==> src/rtl/ram_arb_pkg.sv <==
// Shared defaults and FSM state type for the two-port RAM arbiter.
package ram_arb_pkg;

  localparam int DEF_DATA_W = 8;
  localparam int DEF_ADDR_W = 3;
  localparam int DEF_DEPTH  = 2 ** DEF_ADDR_W;

  typedef enum logic {
    IDLE   = 1'b0,
    ACCESS = 1'b1
  } arb_state_t;

endpackage

==> src/rtl/rr_arb2.sv <==
// Two-input round-robin pick. prio = 0 favours requester 0 and prio = 1
// favours requester 1 when both request. A lone requester always wins.
module rr_arb2 (
  input  logic req0,
  input  logic req1,
  input  logic prio,
  output logic win0,
  output logic win1
);

  assign win0 = req0 & (~req1 | ~prio);
  assign win1 = req1 & (~req0 |  prio);

endmodule

==> src/rtl/ram_arbiter_2p.sv <==
// Two requesters sharing one single-port word array. An access takes an
// IDLE cycle (arbitrate + latch) and an ACCESS cycle (array op), so the
// sustained rate is one access every two cycles.
module ram_arbiter_2p
  import ram_arb_pkg::*;
#(
  parameter int DATA_W = DEF_DATA_W,
  parameter int ADDR_W = DEF_ADDR_W
) (
  input  logic              clk,
  input  logic              rst,
  input  logic              req0,
  input  logic              req1,
  input  logic              we0,
  input  logic              we1,
  input  logic [ADDR_W-1:0] addr0,
  input  logic [ADDR_W-1:0] addr1,
  input  logic [DATA_W-1:0] wdata0,
  input  logic [DATA_W-1:0] wdata1,
  output logic              gnt0,
  output logic              gnt1,
  output logic              rvalid0,
  output logic              rvalid1,
  output logic [DATA_W-1:0] rdata,
  output logic              busy
);

  localparam int DEPTH = 2 ** ADDR_W;

  arb_state_t        state;
  logic              prio;
  logic              win0, win1;
  logic              cmd_we;
  logic              cmd_owner;
  logic [ADDR_W-1:0] cmd_addr;
  logic [DATA_W-1:0] cmd_wdata;
  logic [DATA_W-1:0] mem [DEPTH];

  rr_arb2 u_rr (
    .req0 (req0),
    .req1 (req1),
    .prio (prio),
    .win0 (win0),
    .win1 (win1)
  );

  // Control FSM: arbitrate and latch in IDLE, complete the access in ACCESS.
  // A reset during ACCESS forces IDLE, so no write or rvalid can follow.
  always_ff @(posedge clk or posedge rst) begin
    if (rst) begin
      state     <= IDLE;
      gnt0      <= 1'b0;
      gnt1      <= 1'b0;
      rvalid0   <= 1'b0;
      rvalid1   <= 1'b0;
      rdata     <= '0;
      busy      <= 1'b0;
      prio      <= 1'b0;
      cmd_we    <= 1'b0;
      cmd_owner <= 1'b0;
      cmd_addr  <= '0;
      cmd_wdata <= '0;
    end else begin
      rvalid0 <= 1'b0;
      rvalid1 <= 1'b0;
      case (state)
        IDLE: begin
          if (win0 | win1) begin
            cmd_owner <= win1;
            cmd_we    <= win1 ? we1    : we0;
            cmd_addr  <= win1 ? addr1  : addr0;
            cmd_wdata <= win1 ? wdata1 : wdata0;
            gnt0      <= win0;
            gnt1      <= win1;
            // point at the loser so contention alternates
            prio      <= win0;
            busy      <= 1'b1;
            state     <= ACCESS;
          end
        end
        ACCESS: begin
          gnt0  <= 1'b0;
          gnt1  <= 1'b0;
          busy  <= 1'b0;
          state <= IDLE;
          if (!cmd_we) begin
            rdata   <= mem[cmd_addr];
            rvalid0 <= ~cmd_owner;
            rvalid1 <= cmd_owner;
          end
        end
        default: state <= IDLE;
      endcase
    end
  end

  // Array write port; contents are deliberately left out of reset.
  always_ff @(posedge clk) begin
    if (state == ACCESS && cmd_we)
      mem[cmd_addr] <= cmd_wdata;
  end

endmodule
==> config.mk <==
export PLATFORM = sky130hd
export DESIGN_NAME = ram_arbiter_2p
export DESIGN_NICKNAME = d
export VERILOG_FILES = /design/src/rtl/ram_arb_pkg.sv /design/src/rtl/rr_arb2.sv /design/src/rtl/ram_arbiter_2p.sv
export SDC_FILE = /design/constraint.sdc
export NUM_CORES = 1
export LEC_CHECK = 0
export ABC_CLOCK_PERIOD_IN_PS = 2000
export BUFFER_PORTS_ARGS = -buffer_cell sky130_fd_sc_hd__clkbuf_2
export CORE_UTILIZATION = 39
export CTS_BUF_LIST = sky130_fd_sc_hd__clkbuf_2
export CTS_CLUSTER_DIAMETER = 30
export CTS_CLUSTER_SIZE = 24
export DETAILED_ROUTE_END_ITERATION = 10
export GPL_ROUTABILITY_DRIVEN = 0
export SYNTH_ARGS = -nofsm -noshare
export SYNTH_HDL_FRONTEND = slang
export SYNTH_SLANG_ARGS = --single-unit
==> constraint.sdc <==
create_clock -name clk -period 2 [get_ports clk]
set_input_delay 0.4 -clock clk [delete_from_list [all_inputs] [get_ports clk]]
set_output_delay 0.4 -clock clk [all_outputs]
set_load 0.02 [all_outputs]
**Yosys cells after proc, flatten, opt, wreduce, memory -nomap -nowiden**

Memory sizes are Yosys's and may differ from the RTL's. A register that Yosys moved wholly into a read port is not among the register bits.
Index checks and enable logic that the tools add are counted.

- Flip-flop bits (word level): 20
- Memory bits (writable): 64
- Bits of input ports: 28
- Output and inout bits: 13
- Logic and storage cells: 44
- Memories kept: 1

- Equal/unequal tests: 1
- Muxes and demuxes: 17
- Bitwise gates (word level): 11
- Reductions and logical operators: 3

Memories:

| name | depth | width | rd ports | clocked after memory_dff | wr ports | RTL line | text |
|---|---|---|---|---|---|---|---|
| mem | 8 | 8 | 1 | 1 | 1 | ram_arbiter_2p.sv:37 | `logic [DATA_W-1:0] mem [DEPTH];` |

Operator list:

| cell | count |
|---|---|
| 1-bit two-way mux | 11 |
| 8-bit two-way mux | 1 |
| 1-bit one-hot mux with 2 select lines | 4 |
| 1-bit inverter | 6 |
| 2-bit AND reduction | 2 |
| 3-bit two-way mux | 1 |
| 1-bit OR | 3 |
| 1-bit AND | 2 |
| 2-bit != test, second input constant | 1 |
| 1-bit logical AND | 1 |

**Longest topological paths before layout**

Gate-level depths: netlist of the first run.

- Word-level depth: 6
- Gate-level depth with buffers: 6
- Mapped depth without buffers: 4

**Hierarchy**

From an unflattened synthesis of the first run, not the netlist that was laid out.

- Cells, all modules: 262
- Area total of the unflattened synthesis: 3726.1 um2

By module, submodules not included:

| module | times used | cells each | area an instance (um2) | seq. area each (um2) |
|---|---|---|---|---|
| ram_arbiter_2p | 1 | 259 | 3707.3 | 2622.5 |
| rr_arb2 | 1 | 3 | 18.8 | 0.0 |

**Worst setup path after synthesis of the first run**

No wires, ideal clock.

- Kind: register to register
- Start point: reg cmd_addr[2]
- End point: mem mem[0][0] (netlist name), enable pin
- Setup time: 0.383 ns
- Arrival time: 1.476 ns
- Required time: 1.617 ns
- Slack: 0.141 ns
- Stages on the path, launching flop included: 5
- Path buffers: 2
- Clock period less this slack: 1.859 ns
- Path through: dfrtp_1 -> buf_6 -> buf_2 -> nand3b_1 -> nor3_1

RTL lines:

| what | RTL line | text |
|---|---|---|
| start: declaration | ram_arbiter_2p.sv:35 | `logic [ADDR_W-1:0] cmd_addr;` |
| start signal: assignment | ram_arbiter_2p.sv:71 | `cmd_addr <= win1 ? addr1 : addr0;` |
| end: declaration | ram_arbiter_2p.sv:37 |  |

No word-level cell before the write port.

==> flow_summary.toml, run 1 <==
[route]
wl_per_cell_um = 15.6
drtIter0Drc = 84
vias = 2192
drc = 0
vias_per_cell = 4.91
drt-total-wl_um = 6980
detail_route.first_pass.iterations = 4
antenna_left = 0

[final_layout]
area_growth_pct = 15.8
antenna_cells = 0
seq_area_um2 = 2620
multi_input_area_um2 = 970
drive_gt1_share_pct = 29.7
fillers = 856
num-nets-final = 340

[floorplanning]
die_area_um2 = 9930
dieHeight_um = 99.7
rows = 35
io-pin-count = 41
start_util_pct = 40.3
core_area_um2 = 9240
dieWidth_um = 99.7

[synth]
syn_inst = 249
netlist_top_cells_area = "edfxtp_1, dfrtp_1, mux2i_1, o21ai_1, mux4_2"
synthArstFlopShare_pct = 30.4
synth_top_flop_cell = "edfxtp_1"
yosys_warnings = 0
synth_top_area_cell = "edfxtp_1"
synth_top_area_share_pct = 51.7
synth_fp_nets = 277
yosysUniqueCellTypes = 38
synth-edff-count = 64
yosys_register_bits = 92
yosysMostFrequentCell = "edfxtp_1"
synth_common_cells = "edfxtp_1, dfrtp_1, mux2i_1"
syn-cell-area_um2 = 3720
ys_seq_area_share_pct = 70.5
syn_area_per_cell_um2 = 14.9

[timing]
min_period_ns = 1.71
relSlewSlack_pct = 49.2
slew_violations = 0
worst_slack_ns = 0.288
fin_worst_skew_ns = 0.0233
rsz0062_at_grt = "false"
max_clock_freq_mhz = 584
final-setup-viol-count = 0
hold_viol_final = 0
worst_pin_slew_ns = 0.762
fin_hold_ws_ns = 0.159
period_share_pct = 85.6
fin_tns_setup_ns = 0

[worst_setup_path]
worstPathCellList = "buf_4 -> nor2b_1 -> a22oi_1 -> o21ai_1 -> a31oi_1"
critical_path.max_fanout = 20
crit_slowest_cell = "dfrtp_1"
crit_required_ns = 2.40
arrival_ns = 2.12
end_kind = "flop"
max_stage_delay_ns = 0.89
critPathBufInv = 1
cp-start-kind = "flop"
path_delay_family = "flip-flops"
rrSetupSlack_ns = 0.29
crit_type = "reg2reg"

[cts]
cts_setup_buffers = 0
path_clk_slew_ns = 0.23
clock_sinks = 92
clk_latency_ns = 0.50
clock_tree.root_cell = "clkbuf_2"
cts_buffer_depth = 2
numCtsBuffers = 9
htreeDepth = 3
cts_tree = "yes"

[grt]
gr-total-overflow = 0
grt_pass1_vias = 2159
antenna_found_initial = 0
grt_use_total_pct = 15.6
grt_pass1_wl_um = 11300
grt_start_max_net_pins = 29

[power_and_ir_drop]
ir_drop_mv = 0.341
p_int_uw = 3140
power_density_nw_per_um2 = 1040
combPwrFrac_pct = 21.4
power.share.clock_pct = 22.4
sw_frac_of_total_pct = 30.0
power.leakage_uw = 0.00169
sequentialPowerShare_pct = 56.2
p_sw_uw = 1350

[place]
dpl.hpwl_um = 4970
place_worst_setup_slack_ns = 0.296
portBuffers = 40

[run]
max-cap-violations = 0

[status]
status = "finished, final reports clean"

[worst_hold_path]
hp-class = "in2reg"
[sequential cells by signal (all words and copies together) (netlist names)]
register and count:
cmd_wdata 8, cmd_addr 3, busy 1, gnt1 1
rdata 8, prio 1, mem 64, gnt0 1
rvalid0 1, cmd_owner 1, state 1, rvalid1 1
cmd_we 1
[path summary, 6_finish.rpt]
path,cells after the start,startpoint,to
max in group asynchronous,4,rst,rdata[6]
worst min register to register,1,cmd_owner,rvalid0
worst max register to register,5,cmd_addr[1],rdata[2]
worst max-delay path,5,cmd_addr[1],rdata[2]
min in group asynchronous,4,rst,rdata[1]
worst min-delay path,3,we1,cmd_we
[metrics by stage]
| stage | power, µW | cell area (µm²) | std cells | util, % |
|---|---|---|---|---|
| 6_report | 4490 | 4310 | 446 | 46.6 |
| 5_1_grt | 4730 | 4310 | 446 | 46.6 |
| 4_1_cts | 4530 | 4310 | 446 | 46.6 |
| 3_5_place_dp | 3540 | 4170 | 429 | 45.1 |
| 3_3_place_gp | 3510 | 4170 | 429 | 45.1 |
| 2_1_floorplan | 3210 | 3720 | 249 | - |
[routing by layer]
layer	share of wire, %	global-route usage [%]
met1	48	22.3
met2	45	23.2
met3	5.9	4.01
met4	0.92	5.09
met5	0	0
[layout by cell type (no fill, tap or decap), types with 3 or more instances in the layout]
| master | n |
|---|---|
| a21oi_1 | 11 |
| a22o_1 | 4 |
| a22oi_1 | 5 |
| a31oi_1 | 7 |
| buf_4 | 23 |
| clkbuf_2 | 51 |
| dfrtp_1 | 28 |
| edfxtp_1 | 64 |
| inv_2 | 4 |
| mux2i_1 | 28 |
| mux4_2 | 3 |
| nand2_1 | 15 |
| nand3b_1 | 6 |
| nor2_1 | 15 |
| nor3_1 | 3 |
| o211ai_1 | 4 |
| o21ai_0 | 3 |
| o21ai_1 | 17 |
[worst register-to-register path, stage by stage (launching register included)]
cell and delay, ns:
dfrtp_1 0.89, buf_4 0.27, nor2b_1 0.20, a22oi_1 0.11, o21ai_1 0.09, a31oi_1 0.09
[power groups by stage]
stage / sequential, µW / clock [µW] / combinational, µW
3_5_place_dp: 2570 / 0 / 970
5_1_grt: 2570 / 1110 / 1050
3_3_place_gp: 2560 / 0 / 948
6_report: 2520 / 1000 / 961
2_1_floorplan: 2600 / 0 / 607
4_1_cts: 2530 / 1030 / 973
[cell type report]
| class | instances | share of cell area, % |
|---|---|---|
| clock inverters | 5 | 1.80 |
| clock buffers | 11 | 1.28 |
| multi-input cells | 139 | 22.5 |
| well taps | 129 | 3.75 |
| flip-flops and latches | 92 | 60.9 |
| repair buffers | 65 | 9.35 |
| inverters | 5 | 0.436 |
[what timing repair did]
item | 4_1_cts | 5_1_grt
endpoints found under the hold margin | 28 | 0
resized for setup | 0 | 0
hold buffers | 1 | 0
[cells by family (layout without fill, tap and decap cells)]
logic type	after synthesis	in the layout	synth area share (%)
AND/OR/NAND/NOR	49	49	6.29
flip-flops	92	92	70.5
AO/OA/AOI/OAI	58	58	10.0
buffers and inverters	18	86	3.43
multiplexers	32	32	9.75
Note: power is estimated with default switching activity, not from simulation.
==> run 2: changes to the inputs <==
--- a/config.mk
+++ b/config.mk
@@ -5,6 +5,7 @@
 export SDC_FILE = /design/constraint.sdc
 export NUM_CORES = 1
 export LEC_CHECK = 0
+export ABC_AREA = 1
 export ABC_CLOCK_PERIOD_IN_PS = 2000
 export BUFFER_PORTS_ARGS = -buffer_cell sky130_fd_sc_hd__clkbuf_2
 export CORE_UTILIZATION = 39
@@ -13,6 +14,7 @@
 export CTS_CLUSTER_SIZE = 24
 export DETAILED_ROUTE_END_ITERATION = 10
 export GPL_ROUTABILITY_DRIVEN = 0
+export HOLD_SLACK_MARGIN = 0.12
 export SYNTH_ARGS = -nofsm -noshare
 export SYNTH_HDL_FRONTEND = slang
 export SYNTH_SLANG_ARGS = --single-unit
==> flow_summary.toml, run 2 <==
[status]
status = "finished, final reports clean"

[timing]
final-setup-viol-count = 0
hold_viol_final = 0
worst_pin_slew_ns = 0.456
worst_slack_ns = 0.0901
fin_tns_setup_ns = 0
max_clock_freq_mhz = 524
slew_violations = 0
relSlewSlack_pct = 69.6
fin_hold_ws_ns = 0.179
fin_worst_skew_ns = 0.0299
min_period_ns = 1.91
period_share_pct = 95.5
rsz0062_at_grt = "false"

[cts]
cts_buffer_depth = 2
path_clk_slew_ns = 0.24
cts_tree = "yes"
clk_latency_ns = 0.55
numCtsBuffers = 9
clock_sinks = 92
clock_tree.root_cell = "clkbuf_2"
htreeDepth = 3
cts_resized = 0

[worst_setup_path]
cp-start-kind = "input pin"
crit_type = "in2reg"
crit_required_ns = 2.49
end_kind = "flop"
critical_path.max_fanout = 13
worstPathCellList = "dlygate4sd3_1 -> clkbuf_2 -> inv_1 -> o21ai_4 -> nand2_1 -> o21ai_0 -> dlygate4sd3_1 -> nand2_1 -> o21ai_0"
rrSetupSlack_ns = 0.22
reg2reg_to = "cmd_addr[2]"
timing.rr.start = "prio"
reg2regPathDepth = 6
crit_slowest_cell = "dlygate4sd3_1"
max_stage_delay_ns = 0.57
arrival_ns = 2.40

[place]
placed_area_um2 = 4320
portBuffers = 40
dpl.cell_count = 577
dpl.hpwl_um = 5430
place_worst_setup_slack_ns = 0.410

[synth]
synth_top_flop_cell = "edfxtp_1"
ys_seq_area_share_pct = 66.6
syn_area_per_cell_um2 = 9.70
yosys_warnings = 0
syn-cell-area_um2 = 3940
yosysMostFrequentCell = "nand2_1"
syn_inst = 406
synth_common_cells = "nand2_1, edfxtp_1, dfrtp_1"
yosys_register_bits = 92
netlist_top_cells_area = "edfxtp_1, nand2_1, dfrtp_1, o21ai_0, inv_1"
synth_top_area_cell = "edfxtp_1"
yosysUniqueCellTypes = 20
synth_top_area_share_pct = 48.8
synthArstFlopShare_pct = 30.4
synth-edff-count = 64
synth_fp_nets = 434

[floorplanning]
dieHeight_um = 102
io-pin-count = 41
die_area_um2 = 10500
dieWidth_um = 102
core_area_um2 = 9770
rows = 36
start_util_pct = 40.3

[grt]
grt_use_total_pct = 17.2
antenna_found_initial = 0
gr-total-overflow = 0
grt_pass1_vias = 2718
grt_pass1_wl_um = 13200
grt_start_max_net_pins = 30

[power_and_ir_drop]
ir_drop_mv = 0.616
power.leakage_uw = 0.00219
power_density_nw_per_um2 = 1310

[worst_hold_path]
hold_depth = 5
hp-class = "in2reg"
min_from = "wdata1[6]"
holdPathEnd = "cmd_wdata[6]"

[route]
detail_route.first_pass.iterations = 4
drc = 0
wl_per_cell_um = 13.6
antenna_left = 0
drtIter0Drc = 133
vias_per_cell = 4.62
drt-total-wl_um = 8330
vias = 2833

[final_layout]
final_cell_mix = "nand2_1, edfxtp_1, clkbuf_2"
design_area_um2 = 4630
antenna_cells = 0
regMostFlops = "mem"
final_common_cell = "nand2_1"
largestRegisters = "mem: 64 flops, cmd_wdata: 8 flops, rdata: 8 flops"
drive_gt1_share_pct = 16.3
largest_reg_flops = 64
num-nets-final = 503
area_growth_pct = 17.6
instances_no_fill = 613

[run]
max-cap-violations = 0
==> run 2: cell count changes in the layout (fill, tap and decap cells not counted), moves of 6 or more <==
cell / previous run / this run
a31oi_1: 7 / 0
nand3b_1: 6 / 0
nand2_1: 15 / 238
buf_4: 23 / 13
inv_1: 1 / 21
o21ai_0: 3 / 19
nor2_1: 15 / 2
nor4_1: 0 / 8
o21ai_1: 17 / 0
a21oi_1: 11 / 0
dlygate4sd3_1: 1 / 19
mux2i_1: 28 / 0
==> run 2: per-layer routing <==
| metal | global-route usage (%) | part of all wire [%] | vias to the layer above | routed length [µm] |
|---|---|---|---|---|
| li1 | - | - | 1435 | - |
| met1 | 23.0 | 46 | 1317 | 3860 |
| met2 | 27.1 | 48 | 68 | 3960 |
| met3 | 3.56 | 4.0 | 13 | 336 |
| met4 | 7.69 | 2.0 | 0 | 169 |
| met5 | 0 | 0 | - | 0 |
==> run 2: report_power, final <==
group	switching (µW)	internal [µW]	total [µW]
sequential	400	2590	2990
clock	619	284	903
combinational	1450	730	2180
total	2470	3610	6070
==> run 2: kinds of logic (layout without fill, tap and decap cells) <==
| family | after synthesis | count (layout) | synth area share, % |
|---|---|---|---|
| flops | 92 | 92 | 66.6 |
| compound gates | 21 | 22 | 3.02 |
| buf+inv | 42 | 115 | 5.63 |
| simple gates | 251 | 251 | 24.7 |
==> run 2: critical path, delay by kind of cell <==
| family | cells | cell delay, ns |
|---|---|---|
| buf+inv | 4 | 1.33 |
| compound gates | 3 | 0.53 |
| simple gates | 2 | 0.15 |
==> run 2: through the flow <==
stage / total power (µW) / utilization (%)
2_1_floorplan: 4480 / -
3_3_place_gp: 5150 / 44.2
3_5_place_dp: 5170 / 44.2
4_1_cts: 6120 / 47.3
5_1_grt: 6550 / 47.4
6_report: 6070 / 47.4
==> run 2: area by class of cell <==
class,count,area [µm²]
clock inverter,7,66.3
tap,133,166
multi-input combinational,273,1100
fill,933,5140
timing repair buffer,74,528
inverter,25,101
sequential,92,2620
clock buffer,9,45.0
==> run 2: how the worst max path moves through the flow <==
stage                      from           end  cells past startpoint
floorplan           cmd_addr[0]     mem[0][0]                      3
global placement    cmd_addr[0]     mem[0][7]                      3
detailed placement  cmd_addr[0]     mem[2][0]                      3
CTS                        req0  cmd_wdata[1]                      9
global route               req0  cmd_wdata[1]                      9
finish                     req0   cmd_addr[2]                      9
==> run 2: timing repair <==
| action | in CTS | in global routing |
|---|---|---|
| endpoints found under the setup margin | 0 | 7 |
| setup buffers | 0 | 0 |
| endpoints found under the hold margin | 39 | 0 |
| hold buffers | 19 | 0 |
